===== src/rtl/eda_pkg.sv =====
// Shared definitions for the regional-maximum engine: neighbour ordering,
// pixel address layout, pixel-stack FSM states and the drain priority encoder.
package eda_pkg;

  localparam int NB_NEIGHBOURS = 8;

  // Neighbour indices, matching the iterated-RAM concatenation order.
  localparam int UPLEFT    = 7;
  localparam int UP        = 6;
  localparam int UPRIGHT   = 5;
  localparam int LEFT      = 4;
  localparam int RIGHT     = 3;
  localparam int DOWNLEFT  = 2;
  localparam int DOWN      = 1;
  localparam int DOWNRIGHT = 0;

  typedef struct packed {
    logic [3:0] i;
    logic [3:0] j;
  } pixel_addr_t;

  typedef enum logic {
    IDLE  = 1'b0,
    DRAIN = 1'b1
  } stack_state_e;

  function automatic logic [2:0] lowest_set(input logic [NB_NEIGHBOURS-1:0] m);
    lowest_set = '0;
    for (int i = UPLEFT; i >= DOWNRIGHT; i--) begin
      if (m[i]) lowest_set = 3'(i);
    end
  endfunction

endpackage


===== src/rtl/eda_stack_mem.sv =====
// Single-write, asynchronous-read storage for the pixel stack.
// Contents reset to zero so the read port is never X after reset.
module eda_stack_mem #(
  parameter int DEPTH      = 256,
  parameter int DATA_WIDTH = 8,
  parameter int IDX_WIDTH  = 8
) (
  input  logic                  clk,
  input  logic                  reset_n,
  input  logic                  we,
  input  logic [IDX_WIDTH-1:0]  waddr,
  input  logic [DATA_WIDTH-1:0] wdata,
  input  logic [IDX_WIDTH-1:0]  raddr,
  output logic [DATA_WIDTH-1:0] rdata
);

  logic [DATA_WIDTH-1:0] mem_q [DEPTH];

  always_ff @(posedge clk or negedge reset_n) begin
    if (!reset_n) begin
      for (int i = 0; i < DEPTH; i++) mem_q[i] <= '0;
    end else if (we) begin
      mem_q[waddr] <= wdata;
    end
  end

  assign rdata = mem_q[raddr];

endmodule


===== src/rtl/eda_pixel_stack.sv =====
// Flood-fill LIFO: serialises masked neighbour batches, pops one center pixel per handshake.
// Optional high-water mark output enabled by EDA_PIXEL_STACK_HWM_EN.
module eda_pixel_stack
  import eda_pkg::*;
#(
  parameter int M          = 16,
  parameter int N          = 16,
  parameter int ADDR_WIDTH = $clog2(M*N),
  parameter int DEPTH      = M*N,
  parameter int CNT_WIDTH  = $clog2(DEPTH+1)
) (
  input  logic                                clk,
  input  logic                                reset_n,
  input  logic                                clear,
  input  logic                                push_valid,
  output logic                                push_ready,
  input  logic [NB_NEIGHBOURS-1:0]            push_mask,
  input  logic [NB_NEIGHBOURS*ADDR_WIDTH-1:0] push_addrs,
  output logic                                pop_valid,
  input  logic                                pop_ready,
  output logic [ADDR_WIDTH-1:0]               pop_addr,
  output logic [CNT_WIDTH-1:0]                count,
`ifdef EDA_PIXEL_STACK_HWM_EN
  output logic [CNT_WIDTH-1:0]                max_count,
`endif
  output logic                                empty,
  output logic                                full,
  output logic                                overflow
);

  localparam int IDX_WIDTH = (DEPTH > 1) ? $clog2(DEPTH) : 1;

  stack_state_e                        state_q, state_d;
  logic [NB_NEIGHBOURS-1:0]            pend_q, pend_d;
  logic [NB_NEIGHBOURS*ADDR_WIDTH-1:0] addrs_q, addrs_d;
  logic [CNT_WIDTH-1:0]                sp_q, sp_d, sp_m1;
  logic                                ovf_q, ovf_d;
  logic [2:0]                          low_idx;
  logic                                we;
  logic [ADDR_WIDTH-1:0]               wdata;
  logic [IDX_WIDTH-1:0]                raddr;
  logic                                push_fire, pop_fire;

  assign empty      = (sp_q == '0);
  assign full       = (sp_q == CNT_WIDTH'(DEPTH));
  assign count      = sp_q;
  assign overflow   = ovf_q;
  assign push_ready = (state_q == IDLE);
  assign pop_valid  = (state_q == IDLE) && !empty;
  assign push_fire  = push_valid && push_ready;
  assign pop_fire   = pop_valid && pop_ready;
  assign low_idx    = lowest_set(pend_q);
  assign sp_m1      = sp_q - CNT_WIDTH'(1);
  assign raddr      = empty ? '0 : sp_m1[IDX_WIDTH-1:0];

  always_comb begin
    state_d = state_q;
    pend_d  = pend_q;
    addrs_d = addrs_q;
    sp_d    = sp_q;
    ovf_d   = ovf_q;
    we      = 1'b0;
    wdata   = addrs_q[low_idx*ADDR_WIDTH +: ADDR_WIDTH];
    case (state_q)
      IDLE: begin
        if (pop_fire) sp_d = sp_m1;
        if (push_fire) begin
          pend_d  = push_mask;
          addrs_d = push_addrs;
          if (push_mask != '0) state_d = DRAIN;
        end
      end
      DRAIN: begin
        pend_d[low_idx] = 1'b0;
        // A full stack drops the entry but the bit is still retired.
        if (full) begin
          ovf_d = 1'b1;
        end else begin
          we   = 1'b1;
          sp_d = sp_q + CNT_WIDTH'(1);
        end
        if (pend_d == '0) state_d = IDLE;
      end
      default: state_d = IDLE;
    endcase
    if (clear) begin
      state_d = IDLE;
      pend_d  = '0;
      sp_d    = '0;
      ovf_d   = 1'b0;
      we      = 1'b0;
    end
  end

  always_ff @(posedge clk or negedge reset_n) begin
    if (!reset_n) begin
      state_q <= IDLE;
      pend_q  <= '0;
      addrs_q <= '0;
      sp_q    <= '0;
      ovf_q   <= 1'b0;
    end else begin
      state_q <= state_d;
      pend_q  <= pend_d;
      addrs_q <= addrs_d;
      sp_q    <= sp_d;
      ovf_q   <= ovf_d;
    end
  end

  eda_stack_mem #(
    .DEPTH     (DEPTH),
    .DATA_WIDTH(ADDR_WIDTH),
    .IDX_WIDTH (IDX_WIDTH)
  ) u_mem (
    .clk    (clk),
    .reset_n(reset_n),
    .we     (we),
    .waddr  (sp_q[IDX_WIDTH-1:0]),
    .wdata  (wdata),
    .raddr  (raddr),
    .rdata  (pop_addr)
  );

`ifdef EDA_PIXEL_STACK_HWM_EN
  logic [CNT_WIDTH-1:0] max_count_q;

  always_ff @(posedge clk or negedge reset_n) begin
    if (!reset_n) begin
      max_count_q <= '0;
    end else if (clear) begin
      max_count_q <= '0;
    end else if (sp_q > max_count_q) begin
      max_count_q <= sp_q;
    end
  end

  assign max_count = max_count_q;
`endif

endmodule

===== config.mk =====
export PLATFORM = sky130hd
export DESIGN_NAME = eda_pixel_stack
export DESIGN_NICKNAME = d
export VERILOG_FILES = /design/src/rtl/eda_pkg.sv /design/src/rtl/eda_stack_mem.sv /design/src/rtl/eda_pixel_stack.sv
export SDC_FILE = /design/constraint.sdc
export NUM_CORES = 2
export LEC_CHECK = 0
export BUFFER_PORTS_ARGS = -buffer_cell sky130_fd_sc_hd__buf_2
export CORE_MARGIN = 2
export CORE_UTILIZATION = 35
export CTS_CLUSTER_SIZE = 10
export DETAILED_ROUTE_END_ITERATION = 6
export PLACE_DENSITY = 0.45
export SKIP_CTS_REPAIR_TIMING = 1
export SYNTH_ARGS = -nofsm -noshare
export SYNTH_HDL_FRONTEND = slang
export SYNTH_SLANG_ARGS = --single-unit

===== constraint.sdc =====
create_clock -name clk -period 6.27 [get_ports clk]
set_input_delay 0.9405 -clock clk [delete_from_list [all_inputs] [get_ports clk]]
set_output_delay 0.9405 -clock clk [all_outputs]
set_load 0.03 [all_outputs]

After elaboration in Yosys (flattened, before gate mapping)
Cells that the tools add are included.
- add/sub/neg operators: 2
- multipliers: 0
- div/mod/pow operators: 0
- $lt $le $gt $ge: 5
- equality and inequality tests: 4
- shifts and indexed selects: 1
- mux-type cells: 35
- bitwise operators: 5
- reduce and logical (&&, ||, !) cells: 14
- operators by type and width (operator ; count):
    $bwmux W2048 ; 1
    $bmux W8 S8 ; 1
    $demux W8 S8 ; 1
    $shiftx A64 B7 Y8 ; 1
    $mux W8 ; 6
    $mux W9 ; 3
    $mux W3 ; 8
    $ge A9 B9 Y1 const B ; 2
    $not A8 Y9 ; 2
    $pmux W9 S2 ; 1
    $pmux W8 S2 ; 1
    $mux W1 ; 11
    $add A9 B1 Y9 const B ; 1
    $eq A9 B9 Y1 const B ; 1
    $logic_not A9 Y1 ; 1
    $lt A9 B1 Y1 const B ; 1
    $sub A9 B1 Y9 const B ; 1
    $and A8 B8 Y8 ; 1
    $logic_not A8 Y1 ; 1
    $not A8 Y8 ; 1
    $reduce_bool A8 Y1 ; 1
    $ne A3 B2 Y1 const B ; 2
    $reduce_and A2 Y1 ; 3
    $logic_and A1 B1 Y1 ; 5
    other kinds (8) ; 9
- register bits: 2131
- latch bits: 0
- RAM bits: 0
- ROM bits: 0
- output and inout port bits: 22
- word-level logic and storage cells: 327
- memories: 0

Logic depth before layout (Yosys ltp)
- depth after elaboration: 18
- depth in mapped cells: 18
- depth with buffers taken out: 11

By module
From an unflattened synthesis, not the netlist that was laid out.
- cell total of the unflattened synthesis: 6454
- area, all modules: 97674.9 um2
- by module, submodules not included (module ; instances ; cells each ; area an instance (um2) ; sequential area each (um2)):
    eda_stack_mem ; 1 ; 6068 ; 93414.6 ; 51249.2
    eda_pixel_stack ; 1 ; 386 ; 4260.3 ; 2077.0

Least setup slack after synthesis
OpenSTA, ideal clock, no wires.
- kind: reg2out
- start point: reg sp_q[0] (netlist: count[0])
- end point: out pop_addr[5]
- arrival: 4.936 ns
- setup slack: 0.394 ns
- stages on the path, launching flop included: 18
- buffers on the path: 7
- path through: dfrtp_1 > buf_4 > inv_1 > clkbuf_1 > clkbuf_1 > buf_1 > ha_1 > buf_2 > nor4b_4 > nand2_1 > inv_2 > buf_2 > buf_1 > o22ai_1 > a211o_1 > a21oi_1 > a211oi_1 > nor4_1
- longest elaborated chain between the ends: 6
- elaborated cells on any way between the ends: 7
- ends and longest elaborated chain (what ; RTL line ; RTL):
    start: declaration ; eda_pixel_stack.sv:36 ; logic [CNT_WIDTH-1:0] sp_q, sp_d, sp_m1;
    start signal: assignment ; eda_pixel_stack.sv:106 ; sp_q <= sp_d;
    $logic_not A9 Y1 ; eda_pixel_stack.sv:44 ; assign empty = (sp_q == '0);
    net empty ; eda_pixel_stack.sv:26 ; output logic empty,
    $mux W8 ; eda_pixel_stack.sv:54 ; assign raddr = empty ? '0 : sp_m1[IDX_WIDTH-1:0];
    $not A8 Y9 (not written as such) ; eda_stack_mem.sv:27 ; assign rdata = mem_q[raddr];
    $bmux W8 S8 ; eda_stack_mem.sv:27 ;
    $mux W8 (not written as such) (2 in series) ; eda_stack_mem.sv:27 ;
    end: declaration ; eda_pixel_stack.sv:21 ; output logic [ADDR_WIDTH-1:0] pop_addr,
The timed path passes the listed nets, and every way through them passes these cells. The select of a mux whose other input is x is not followed.

Worst setup path in the final report
- start point: reg sp_q[0] (netlist: count[0])
- end point: out pop_addr[4]
- longest elaborated chain between the ends: 6
- elaborated cells on any way between the ends: 7
- ends and longest elaborated chain (what ; RTL line):
    $sub A9 B1 Y9 or $logic_not A9 Y1 (tied branches) ; eda_pixel_stack.sv:53, eda_pixel_stack.sv:44
    $mux W8 (*) ; eda_pixel_stack.sv:54
    $not A8 Y9 (not written as such) (*) ; eda_stack_mem.sv:27
    $bmux W8 S8 (*) ; eda_stack_mem.sv:27
    $mux W8 (not written as such) (*) (2 in series) ; eda_stack_mem.sv:27
Mark *: on every way between the ends. The rest lies on a longest branch, timed or not. The select of a mux whose other input is x is not followed.

==> insert_results.sql <==
INSERT INTO impl_metrics (metric_group, metric, value, unit) VALUES
('critical_path', 'crit_arrival', '5.42', 'ns'),
('run', 'maxCapViolations', '0', ''),
('status', 'failed_checks', 'setup timing', ''),
('power', 'leakagePower', '0.04737', 'uW'),
('drt', 'drcViolationCount', '0', ''),
('sta', 'timing.slew.headroom', '7.284', '%'),
('critical_path', 'regToRegSetupSlack', '1.87', 'ns'),
('sta', 'setup_slack', '-0.08767', 'ns'),
('sta', 'finalSetupViolCount', '1', ''),
('drt', 'wirelength', '379600', 'um'),
('power', 'power.density', '557.4', 'nW/um^2'),
('global_routing', 'first_global_vias', '75130', ''),
('drt', 'route.detailed.wl_per_inst', '27.60', 'um'),
('sta', 'finalCriticalPeriod', '6.358', 'ns'),
('synth', 'synth_top_area_cells', 'sky130_fd_sc_hd__dfrtp_1 55%, sky130_fd_sc_hd__a21oi_1 6.5%, sky130_fd_sc_hd__o21ai_0 6.5%', ''),
('power', 'proportion_of_power_drawn_by_flip_flops_and_latches', '24.9', '%'),
('layout', 'flow.area_growth_from_synthesis', '13.75', '%'),
('critical_path', 'regToRegStartpoint', 'count[0]', ''),
('clock_tree', 'worstSkewPairLatency', '0.90', 'ns'),
('placed_design', 'dp_cells', '13320', ''),
('critical_path', 'critical_path.max_fanout', '58', ''),
('placed_design', 'portBuffers', '98', ''),
('floorplan', 'core_area', '273400', 'um^2'),
('drt', 'ant_nets', '0', ''),
('global_routing', 'grt_pass1_wl', '544300', 'um'),
('critical_path', 'reg2regPathDepth', '6', ''),
('global_routing', 'grt_start_max_net_pins', '173', ''),
('synth', 'avgSynthCellArea', '9.369', 'um^2'),
('synth', 'post_synth_top_area_cell', 'sky130_fd_sc_hd__dfrtp_1', ''),
('synth', 'post_synthesis_cell_count', '10260', ''),
('clock_tree', 'tritoncts_clock_tree', 'done', ''),
('power', 'cellInternalPower', '31190', 'uW'),
('critical_path', 'critPathRequiredTime', '5.33', 'ns'),
('worst_hold_path', 'worstHoldPathType', 'in2async', ''),
('sta', 'rsz_0062_raised_after_global_routing', 'true', ''),
('floorplan', 'floorplan.die_area', '278900', 'um^2'),
('synth', 'synth_async_sr_flop_share', '100.0', '%'),
('synth', 'yosysUniqueCellTypes', '86', ''),
('sta', 'tightestPinTransition', '1.387', 'ns'),
('sta', 'hold_viol_final', '0', ''),
('drt', 'routed_via_density', '5.634', ''),
('layout', 'fin_nets', '10120', ''),
('floorplan', 'floorplan.initialDensity', '35.17', '%'),
('power', 'pwr-share-comb', '51.7', '%'),
('floorplan', 'die-width', '528.2', 'um'),
('drt', 'drtPass1Iterations', '6', ''),
('power', 'worst_vdd_drop', '685.8', 'uV'),
('synth', 'yosys_most_used_dff', 'sky130_fd_sc_hd__dfrtp_1', ''),
('clock_tree', 'clockBufferDepth', '4', ''),
('power', 'share_clk_of_total_power', '23.4', '%'),
('drt', 'drt_first_iter_violations', '7258', ''),
('floorplan', 'placement_rows', '192', ''),
('synth', 'synth-seq-cells', '2131', ''),
('global_routing', 'antenna_found_initial', '21', ''),
('status', 'run_status', 'complete, but fails checks', ''),
('floorplan', 'ios', '99', ''),
('clock_tree', 'clkTransAtPathRegs', '0.06', 'ns'),
('floorplan', 'die-height', '528.2', 'um'),
('synth', 'yosysWarnings', '0', ''),
('critical_path', 'regToRegEndpoint', 'u_mem.mem_q[1121]', ''),
('sta', 'drv_slew', '0', ''),
('layout', 'final_core_utilization', '40.01', '%'),
('power', 'netSwitchingPower', '29780', 'uW'),
('synth', 'synthesis.nets', '10350', ''),
('placed_design', 'dp_hpwl', '234300', 'um'),
('layout', 'layout.cells.non_filler', '13750', ''),
('synth', 'ys_seq_area_share', '55.46', '%'),
('drt', 'dr_total_vias', '77490', ''),
('sta', 'fin_worst_skew', '0.05941', 'ns'),
('sta', 'finalCritPeriodShare', '101.4', '%'),
('sta', 'achievable-frequency', '157.3', 'MHz');
through the flow:
step                setup slack, ns  setup TNS, ns  cell area (um^2)  total power, uW
floorplan                    0.3938              0             96160            29450
global placement            -0.3289        -0.6235            100600            44220
finish                     -0.08767       -0.08767            109400            60970
CTS                          -1.284         -6.165            108400            58800
global route               -0.07396        -0.1422            109400            62730
detailed placement          -0.3438        -0.3882            100600            44370
cell type report:
| type | instances | area [um^2] |
|---|---|---|
| Clock inverter | 21 | 302.8 |
| Antenna cell | 9 | 22.52 |
| Timing Repair Buffer | 422 | 4064 |
| Multi-Input combinational cell | 7205 | 39650 |
| Inverter | 10 | 45.04 |
| Tap cell | 3589 | 4491 |
| Fill cell | 27100 | 164000 |
| Sequential cell | 2131 | 53330 |
| Clock buffer | 367 | 7467 |
synth_stat cells, types with 11 or more instances:
library cell,number
sky130_fd_sc_hd__a211oi_1,73
sky130_fd_sc_hd__a21oi_1,1256
sky130_fd_sc_hd__a221oi_1,39
sky130_fd_sc_hd__a22oi_1,14
sky130_fd_sc_hd__a2bb2oi_1,17
sky130_fd_sc_hd__a311oi_1,17
sky130_fd_sc_hd__a31oi_1,149
sky130_fd_sc_hd__and3_1,12
sky130_fd_sc_hd__buf_1,48
sky130_fd_sc_hd__buf_2,267
sky130_fd_sc_hd__buf_4,27
sky130_fd_sc_hd__clkbuf_1,569
sky130_fd_sc_hd__dfrtp_1,2131
sky130_fd_sc_hd__mux2_2,238
sky130_fd_sc_hd__mux2i_1,367
sky130_fd_sc_hd__mux4_2,38
sky130_fd_sc_hd__nand2_1,1663
sky130_fd_sc_hd__nand2b_1,14
sky130_fd_sc_hd__nand3_1,85
sky130_fd_sc_hd__nor2_1,1322
sky130_fd_sc_hd__nor2b_1,43
sky130_fd_sc_hd__nor3_1,48
sky130_fd_sc_hd__o211ai_1,38
sky130_fd_sc_hd__o21ai_0,1256
sky130_fd_sc_hd__o221ai_1,153
sky130_fd_sc_hd__o22ai_1,95
sky130_fd_sc_hd__o2bb2ai_1,71
sky130_fd_sc_hd__o311ai_0,21
sky130_fd_sc_hd__o311ai_1,11
sky130_fd_sc_hd__o31ai_1,12
sky130_fd_sc_hd__o32ai_1,12
flip-flops by register name, summed over array words and instances, names as in the netlist:
register / count
count: 9
state_q: 1
pend_q: 8
u_mem.mem_q: 2048
overflow: 1
addrs_q: 64
cells in the final DEF (no fill, tap or decap), types with 67 or more instances in the layout:
cell type                      n
sky130_fd_sc_hd__a211oi_1     67
sky130_fd_sc_hd__a21oi_1    1238
sky130_fd_sc_hd__a31oi_1     147
sky130_fd_sc_hd__buf_2        96
sky130_fd_sc_hd__buf_4       225
sky130_fd_sc_hd__clkbuf_1     68
sky130_fd_sc_hd__clkbuf_16   284
sky130_fd_sc_hd__dfrtp_1    2128
sky130_fd_sc_hd__mux2_2      238
sky130_fd_sc_hd__mux2i_1     366
sky130_fd_sc_hd__nand2_1    1654
sky130_fd_sc_hd__nand3_1      82
sky130_fd_sc_hd__nor2_1     1314
sky130_fd_sc_hd__o21ai_0    1246
sky130_fd_sc_hd__o221ai_1    152
sky130_fd_sc_hd__o22ai_1      90
sky130_fd_sc_hd__o2bb2ai_1    71
critical path: stages, from the launching register on:
cell and delay [ns]:
sky130_fd_sc_hd__dfrtp_4 0.51, sky130_fd_sc_hd__inv_6 0.09, sky130_fd_sc_hd__ha_4 0.20, sky130_fd_sc_hd__or4b_4 0.61, sky130_fd_sc_hd__o21ai_4 0.24, sky130_fd_sc_hd__buf_4 0.15
sky130_fd_sc_hd__buf_12 0.24, sky130_fd_sc_hd__a2bb2oi_1 0.15, sky130_fd_sc_hd__o211ai_1 0.49, sky130_fd_sc_hd__a41oi_1 0.33, sky130_fd_sc_hd__o211ai_1 0.20, sky130_fd_sc_hd__o211ai_1 0.30
sky130_fd_sc_hd__a211oi_4 0.51, sky130_fd_sc_hd__buf_4 0.19, sky130_fd_sc_hd__buf_2 0.19
metal layers:
metal	up-vias	share of wire, %	global-route usage, %
met2	2694	45	40.94
met5	-	0.039	0
met1	38890	44	36.63
met3	677	6.4	4.386
met4	24	4.6	10.81
li1	35210	-	-
power by group through the flow:
stage,sequential (uW),combinational (uW),clock [uW]
after floorplan,15300,14200,0
after global placement,15400,28900,0
after detailed placement,15400,29000,0
after CTS,15200,29000,14600
after global routing,15300,32300,15200
final,15200,31500,14300
cells by family (layout without fill, tap and decap cells):
kind of cell             count (synthesis)  count (layout)  synth area share, %
buffers and inverters                  927             820                4.118
XOR/XNOR                                 6               6              0.05465
other                                    0               9                    0
adder cells (fa/ha/maj)                  6               6              0.07547
multiplexers                           643             643                7.498
flip-flops                            2131            2131                55.46
AND/OR/NAND/NOR                       3241            3241                13.19
AO/OA/AOI/OAI                         3309            3309                19.61
worst max path at each step:
stage | from | endpoint | slack (ns) | cells past startpoint
after floorplan | count[0] | pop_addr[5] | 0.39 | 17
after global placement | count[2] | pop_addr[6] | -0.33 | 12
after detailed placement | count[2] | pop_addr[6] | -0.34 | 12
after CTS | count[2] | pop_addr[6] | -1.28 | 12
after global routing | count[1] | pop_addr[0] | -0.07 | 13
final | count[0] | pop_addr[4] | -0.09 | 14
No activity file was read; power rests on OpenSTA's default activity.
